[src/rtl/bus_width_upsizer.sv]
// bus_width_upsizer: packs RATIO narrow words into one wide beat, with early-last zero padding and a keep mask.
module bus_width_upsizer #(
  parameter int IN_W = 8,
  parameter int RATIO = 4,
  parameter int LSB_FIRST = 1,
  localparam int OUT_W = IN_W * RATIO,
  localparam int CNT_W = RATIO > 1 ? $clog2(RATIO) : 1
) (
  input  logic             clk,
  input  logic             rst,
  input  logic             in_valid_i,
  output logic             in_ready_o,
  input  logic [IN_W-1:0]  in_data_i,
  input  logic             in_last_i,
  output logic             out_valid_o,
  input  logic             out_ready_i,
  output logic [OUT_W-1:0] out_data_o,
  output logic [RATIO-1:0] out_keep_o,
  output logic             out_last_o
);
  logic [OUT_W-1:0] acc_data_q, acc_data_d, out_data_q, out_data_d, word_data, beat_data;
  logic [RATIO-1:0] acc_keep_q, acc_keep_d, out_keep_q, out_keep_d, word_keep, beat_keep;
  logic [CNT_W-1:0] cnt_q, cnt_d, lane;
  logic             out_valid_q, out_valid_d, out_last_q, out_last_d, accept, complete, load;
  // The output register is the only stall point, so the accumulator can always take a word when ready is high.
  assign in_ready_o  = !out_valid_q || out_ready_i;
  assign out_valid_o = out_valid_q;
  assign out_data_o  = out_data_q;
  assign out_keep_o  = out_keep_q;
  assign out_last_o  = out_last_q;
  always_comb begin
    lane        = LSB_FIRST != 0 ? cnt_q : CNT_W'(RATIO - 1) - cnt_q;
    word_data   = OUT_W'(in_data_i) << (int'(lane) * IN_W);
    word_keep   = RATIO'(1) << lane;
    beat_data   = acc_data_q | word_data;
    beat_keep   = acc_keep_q | word_keep;
    accept      = in_valid_i && in_ready_o;
    complete    = cnt_q == CNT_W'(RATIO - 1) || in_last_i;
    load        = accept && complete;
    acc_data_d  = !accept ? acc_data_q : complete ? '0 : beat_data;
    acc_keep_d  = !accept ? acc_keep_q : complete ? '0 : beat_keep;
    cnt_d       = !accept ? cnt_q : complete ? '0 : cnt_q + 1'b1;
    out_data_d  = load ? beat_data : out_data_q;
    out_keep_d  = load ? beat_keep : out_keep_q;
    out_last_d  = load ? in_last_i : out_last_q;
    out_valid_d = load ? 1'b1 : out_ready_i ? 1'b0 : out_valid_q;
  end
  always_ff @(posedge clk or posedge rst) begin
    if (rst) begin
      acc_data_q  <= '0;
      acc_keep_q  <= '0;
      cnt_q       <= '0;
      out_data_q  <= '0;
      out_keep_q  <= '0;
      out_last_q  <= 1'b0;
      out_valid_q <= 1'b0;
    end else begin
      acc_data_q  <= acc_data_d;
      acc_keep_q  <= acc_keep_d;
      cnt_q       <= cnt_d;
      out_data_q  <= out_data_d;
      out_keep_q  <= out_keep_d;
      out_last_q  <= out_last_d;
      out_valid_q <= out_valid_d;
    end
  end
endmodule

[config.mk]
export PLATFORM = sky130hd
export DESIGN_NAME = bus_width_upsizer
export DESIGN_NICKNAME = d
export VERILOG_FILES = /design/src/rtl/bus_width_upsizer.sv
export SDC_FILE = /design/constraint.sdc
export NUM_CORES = 1
export LEC_CHECK = 0
export BUFFER_PORTS_ARGS = -buffer_cell sky130_fd_sc_hd__buf_2
export CAP_MARGIN = 10
export CORE_UTILIZATION = 45
export CTS_CLUSTER_SIZE = 28
export DETAILED_ROUTE_END_ITERATION = 10
export PLACE_DENSITY_LB_ADDON = 0.1
export SLEW_MARGIN = 40
export SYNTH_ARGS = -nofsm -noshare
export SYNTH_HDL_FRONTEND = slang
export SYNTH_SLANG_ARGS = --single-unit
[constraint.sdc]
create_clock -name clk -period 4 [get_ports clk]
set_input_delay 0.4 -clock clk [delete_from_list [all_inputs] [get_ports clk]]
set_output_delay 0.4 -clock clk [all_outputs]
set_load 0.005 [all_outputs]
### After elaboration in Yosys (flattened, before gate mapping)

Index checks and enable logic that the tools add are counted.

* flip-flop bits (word level): 76
* input port bits: 13
* output and inout port bits: 39
* logic and storage cells: 24

* add/subtract/negate cells: 1
* equal/unequal tests: 1
* shifts and indexed selects: 2
* muxes and demuxes: 5
* bitwise gates (word level): 2
* reductions and logical operators: 6

Operators with widths (count)
* $mux W32: 1
* $or A32 B32 Y32: 1
* $shl A8 B5 Y32: 1
* $mux W4: 1
* $or A4 B4 Y4: 1
* $shl A1 B2 Y4 const A: 1
* $add A2 B1 Y2 const B: 1
* $eq A2 B2 Y1 const B: 1
* $logic_and A1 B1 Y1: 2
* $logic_or A1 B1 Y1: 2
* $mux W1: 2
* $mux W2: 1
* $reduce_bool A2 Y1: 1
* $logic_not A1 Y1: 1

### Logic depth before layout (Yosys ltp)

* depth after elaboration: 5
* mapped depth: 6

### Worst setup path after synthesis

OpenSTA, ideal clock, no wires.

* path kind: reg2reg
* start point: register cnt_q[0]
* end point: register acc_data_q[18]
* arrival time: 1.413 ns
* required time: 3.927 ns
* setup slack: 2.515 ns
* stages on the path, launching flop included: 7
* buffers on the path: 2
* cell sequence: dfrtp_1 -> ha_1 -> nor2_2 -> nor3_4 -> buf_4 -> buf_4 -> nor2_1

* longest elaborated chain between the ends: 3
* elaborated cells on any way between the ends: 5
* classes of those cells: eq/ne: 1; shift: 1; mux: 1; bitwise: 1; reduce/logical: 1

Ends and longest elaborated chain
* start, declared: RTL line 23 `logic [CNT_W-1:0] cnt_q, cnt_d, lane;`
* start signal, assigned: RTL line 60 `cnt_q <= cnt_d;`
* $shl A8 B5 Y32 / $eq A2 B2 Y1 (equally long branches): RTL line 33, 38
* $or A32 B32 Y32 / $logic_or A1 B1 Y1 (equally long branches): RTL line 35, 38
* $mux W32 (*): RTL line 40 `acc_data_d = !accept ? acc_data_q : complete ? '0 : beat_data;`
* end signal, assigned: RTL line 58 `acc_data_q <= acc_data_d;`
* end, declared: RTL line 21 `logic [OUT_W-1:0] acc_data_q, acc_data_d, out_data_q, out_data_d, word_data, beat_data;`

Every way passes the cells marked *; elsewhere a longest branch is shown, timed or not.
A chain may end at the register's enable or synchronous reset.

### Worst setup path in the final report

* start point: register out_valid_q, in the netlist out_valid_o
* end point: output in_ready_o

* longest elaborated chain between the ends: 2

Ends and longest elaborated chain
* start, declared: RTL line 24 `logic out_valid_q, out_valid_d, out_last_q, out_last_d, accept, complete, load;`
* start signal, assigned: RTL line 64 `out_valid_q <= out_valid_d;`
* $logic_not A1 Y1: RTL line 26 `assign in_ready_o = !out_valid_q || out_ready_i;`
* $logic_or A1 B1 Y1: RTL line 26
* end, declared: RTL line 12 `output logic in_ready_o,`

Every way passes these cells.

==> flow_summary.json <==
{
  "status": "complete, no violations",
  "met3_usage_pct": 3.30,
  "cp-end-kind": "primary output",
  "track_usage_pct": 19.4,
  "cp_data_required_time_ps": 3600,
  "syn-cell-area_mm2": 0.00333,
  "worst_setup_path_start_kind": "flop",
  "netlist_top_cells_area": "dfrtp_1, mux2i_1, a41oi_1, a21oi_1, nor2_1",
  "clockRootBuffer": "clkbuf_8",
  "hold_buffers": 0,
  "num_antenna_cells": 0,
  "ys.warnings.count": 0,
  "setup-tns-final_ps": 0,
  "layout_common_cells": "dfrtp_1, buf_2, nor2_1",
  "cts_resized": 0,
  "max-slew-margin-rel_pct": 50.5,
  "crit_chain": "nor2b_1 > inv_1 > buf_4 > buf_2",
  "cts_tree": "done",
  "totalWireLength_um": 6880,
  "gr-usage-met2_pct": 28.9,
  "critPathArrivalTime_ps": 1720,
  "die_area_mm2": 0.00775,
  "rsz0062_at_grt": "no",
  "die_y_um": 88.0,
  "use_met1_pct": 27.6,
  "drt-pass1-iter-count": 4,
  "max_freq_ghz": 0.472,
  "r2r_cells": 5,
  "finalHoldViolations": 0,
  "ys_ff_latch": 76,
  "route.detailed.drc": 0,
  "port-buffer-count": 51,
  "synth_nets": 328,
  "dieWidth_um": 88.0,
  "yosysSeqAreaShare_pct": 57.1,
  "vias": 2339,
  "drv_slew": 0,
  "num-nets-final": 363,
  "io_pins": 52,
  "antenna_found_initial": 0,
  "crit_end": "in_ready_o",
  "clk_latency_ps": 340,
  "drive_gt1_share_pct": 21.9,
  "power_density_mw_per_mm2": 586,
  "busiest_layer": "met2",
  "fp-row-count": 30,
  "dp_hpwl_um": 4150,
  "yosysUniqueCellTypes": 24,
  "grt_max_degree": 69,
  "area_delta_synth_final_pct": 13.0,
  "clockBufferDepth": 2,
  "irDropWorstVdd_mv": 0.272,
  "critical-path-max-stage-delay_ps": 480,
  "coreArea_mm2": 0.00698,
  "crit_family": "buffers and inverters",
  "r2r_end": "out_data_o[22]",
  "cp-startpoint": "out_valid_o",
  "drtIter0Drc": 208,
  "yosys.area.top_type": "dfrtp_1",
  "place_area_mm2": 0.00359,
  "syn_inst": 311,
  "clk_pin_slew_ps": 80,
  "fin_skew_ps": 7.61,
  "post_cts_buffers": 0,
  "timing.rr.start": "cnt_q[1]",
  "start_util_pct": 47.7,
  "stdcell_area_mm2": 0.00376,
  "h-tree-depth": 3,
  "layout_commonest_cell": "dfrtp_1",
  "routabilityCongestion": 0.721,
  "crit_buf_inv": 3,
  "grt_pass1_wl_um": 11100,
  "hold_path.class": "primary input to asynchronous set/reset pin",
  "fin_cells": 447,
  "maxCapViolations": 0,
  "period_share_pct": 53.0,
  "r2r_slack_ps": 2050,
  "syn_area_per_cell_um2": 10.7,
  "numCtsBuffers": 9,
  "wl_per_cell_um": 15.4,
  "tightest_slew_ps": 742,
  "multiInputGateArea_mm2": 0.00114,
  "yosysTopAreaCellShare_pct": 57.1,
  "clock_sinks": 76,
  "crit_type": "flop to primary output",
  "dp_cells": 431,
  "cp.depth": 4,
  "fillers": 659,
  "ant_nets": 0,
  "slowest_stage": "nor2b_1",
  "p_leak_uw": 0.00181,
  "first_global_vias": 2148,
  "ff_latch_area_mm2": 0.00190,
  "setup_viol": 0,
  "vias_per_cell": 5.23,
  "fin_crit_ps": 2120,
  "overflow": 0,
  "worst-path-max-fanout": 40
}
-- stage by stage --
stage               total power [uW]  hold slack [ps]  setup WS [ps]  utilization, %
global route                    2370              105           1710            53.9
CTS                             2230             79.9           1860            53.9
floorplan                       1490              460           1660               -
detailed placement              1720              457           1710            51.5
finish                          2210             78.7           1880            53.9
global placement                1700              459           1560            51.3
-- how the worst min path moves through the flow --
stage                        startpoint              to  slack [ps]  depth (start not counted)
final                               rst   out_keep_o[2]          80                          2
after global placement              rst  acc_data_q[10]         460                          2
after global routing                rst   out_keep_o[2]         110                          2
after CTS                           rst  out_data_o[30]          80                          2
after floorplan           acc_keep_q[3]   acc_keep_q[3]         460                          2
after detailed placement            rst   out_keep_o[0]         460                          2
-- worst register-to-register path, delay by kind of cell, from the launching register on --
family | cells | cell delay, ps
adder cells (fa/ha/maj) | 1 | 250
multiplexers | 1 | 300
AND/OR/NAND/NOR | 2 | 270
flip-flops | 1 | 500
buffers and inverters | 1 | 530
-- logic make-up after synthesis --
group	share of synthesized area, %
AND/OR/NAND/NOR	6.84
adder cells (fa/ha/maj)	1.50
AO/OA/AOI/OAI	16.0
buffers and inverters	8.91
flip-flops	57.1
multiplexers	9.62
-- synthesized netlist by cell type --
master	count
buf_1	2
ha_1	4
nand4_1	2
inv_2	1
a22o_1	1
o31ai_1	3
a21oi_1	32
a41oi_1	33
and2_1	1
nor3_4	1
nor2_1	42
o22a_1	1
inv_1	37
clkbuf_1	13
nand2_1	1
buf_2	9
dfrtp_1	76
nor2b_1	3
buf_4	7
or3_1	1
a31oi_1	3
nor2_2	1
mux2i_1	32
o21ai_0	5
-- state kept, by name (all words and copies together) (netlist names) --
signal,cells
out_last_o,1
acc_keep_q,4
out_data_o,32
acc_data_q,32
out_valid_o,1
out_keep_o,4
cnt_q,2
-- cell type report --
class | instances | share of cell area, %
sequential | 76 | 50.6
multi-input combinational | 166 | 30.3
timing repair buffer | 55 | 7.68
inverter | 38 | 3.79
clock buffer | 11 | 3.76
tap | 96 | 3.19
clock inverter | 5 | 0.732
-- power breakdown --
group          internal [uW]  switching [uW]  total, uW
sequential               985             119       1100
clock                    238             271        510
combinational            271             320        591
total                   1490             711       2210
-- layer usage --
layer | share of wire (%) | vias to the layer above
li1 | - | 1146
met1 | 47 | 1133
met2 | 46 | 50
met3 | 4.6 | 10
met4 | 1.7 | 0
met5 | 0 | -
(Power assumes the default switching activity.)
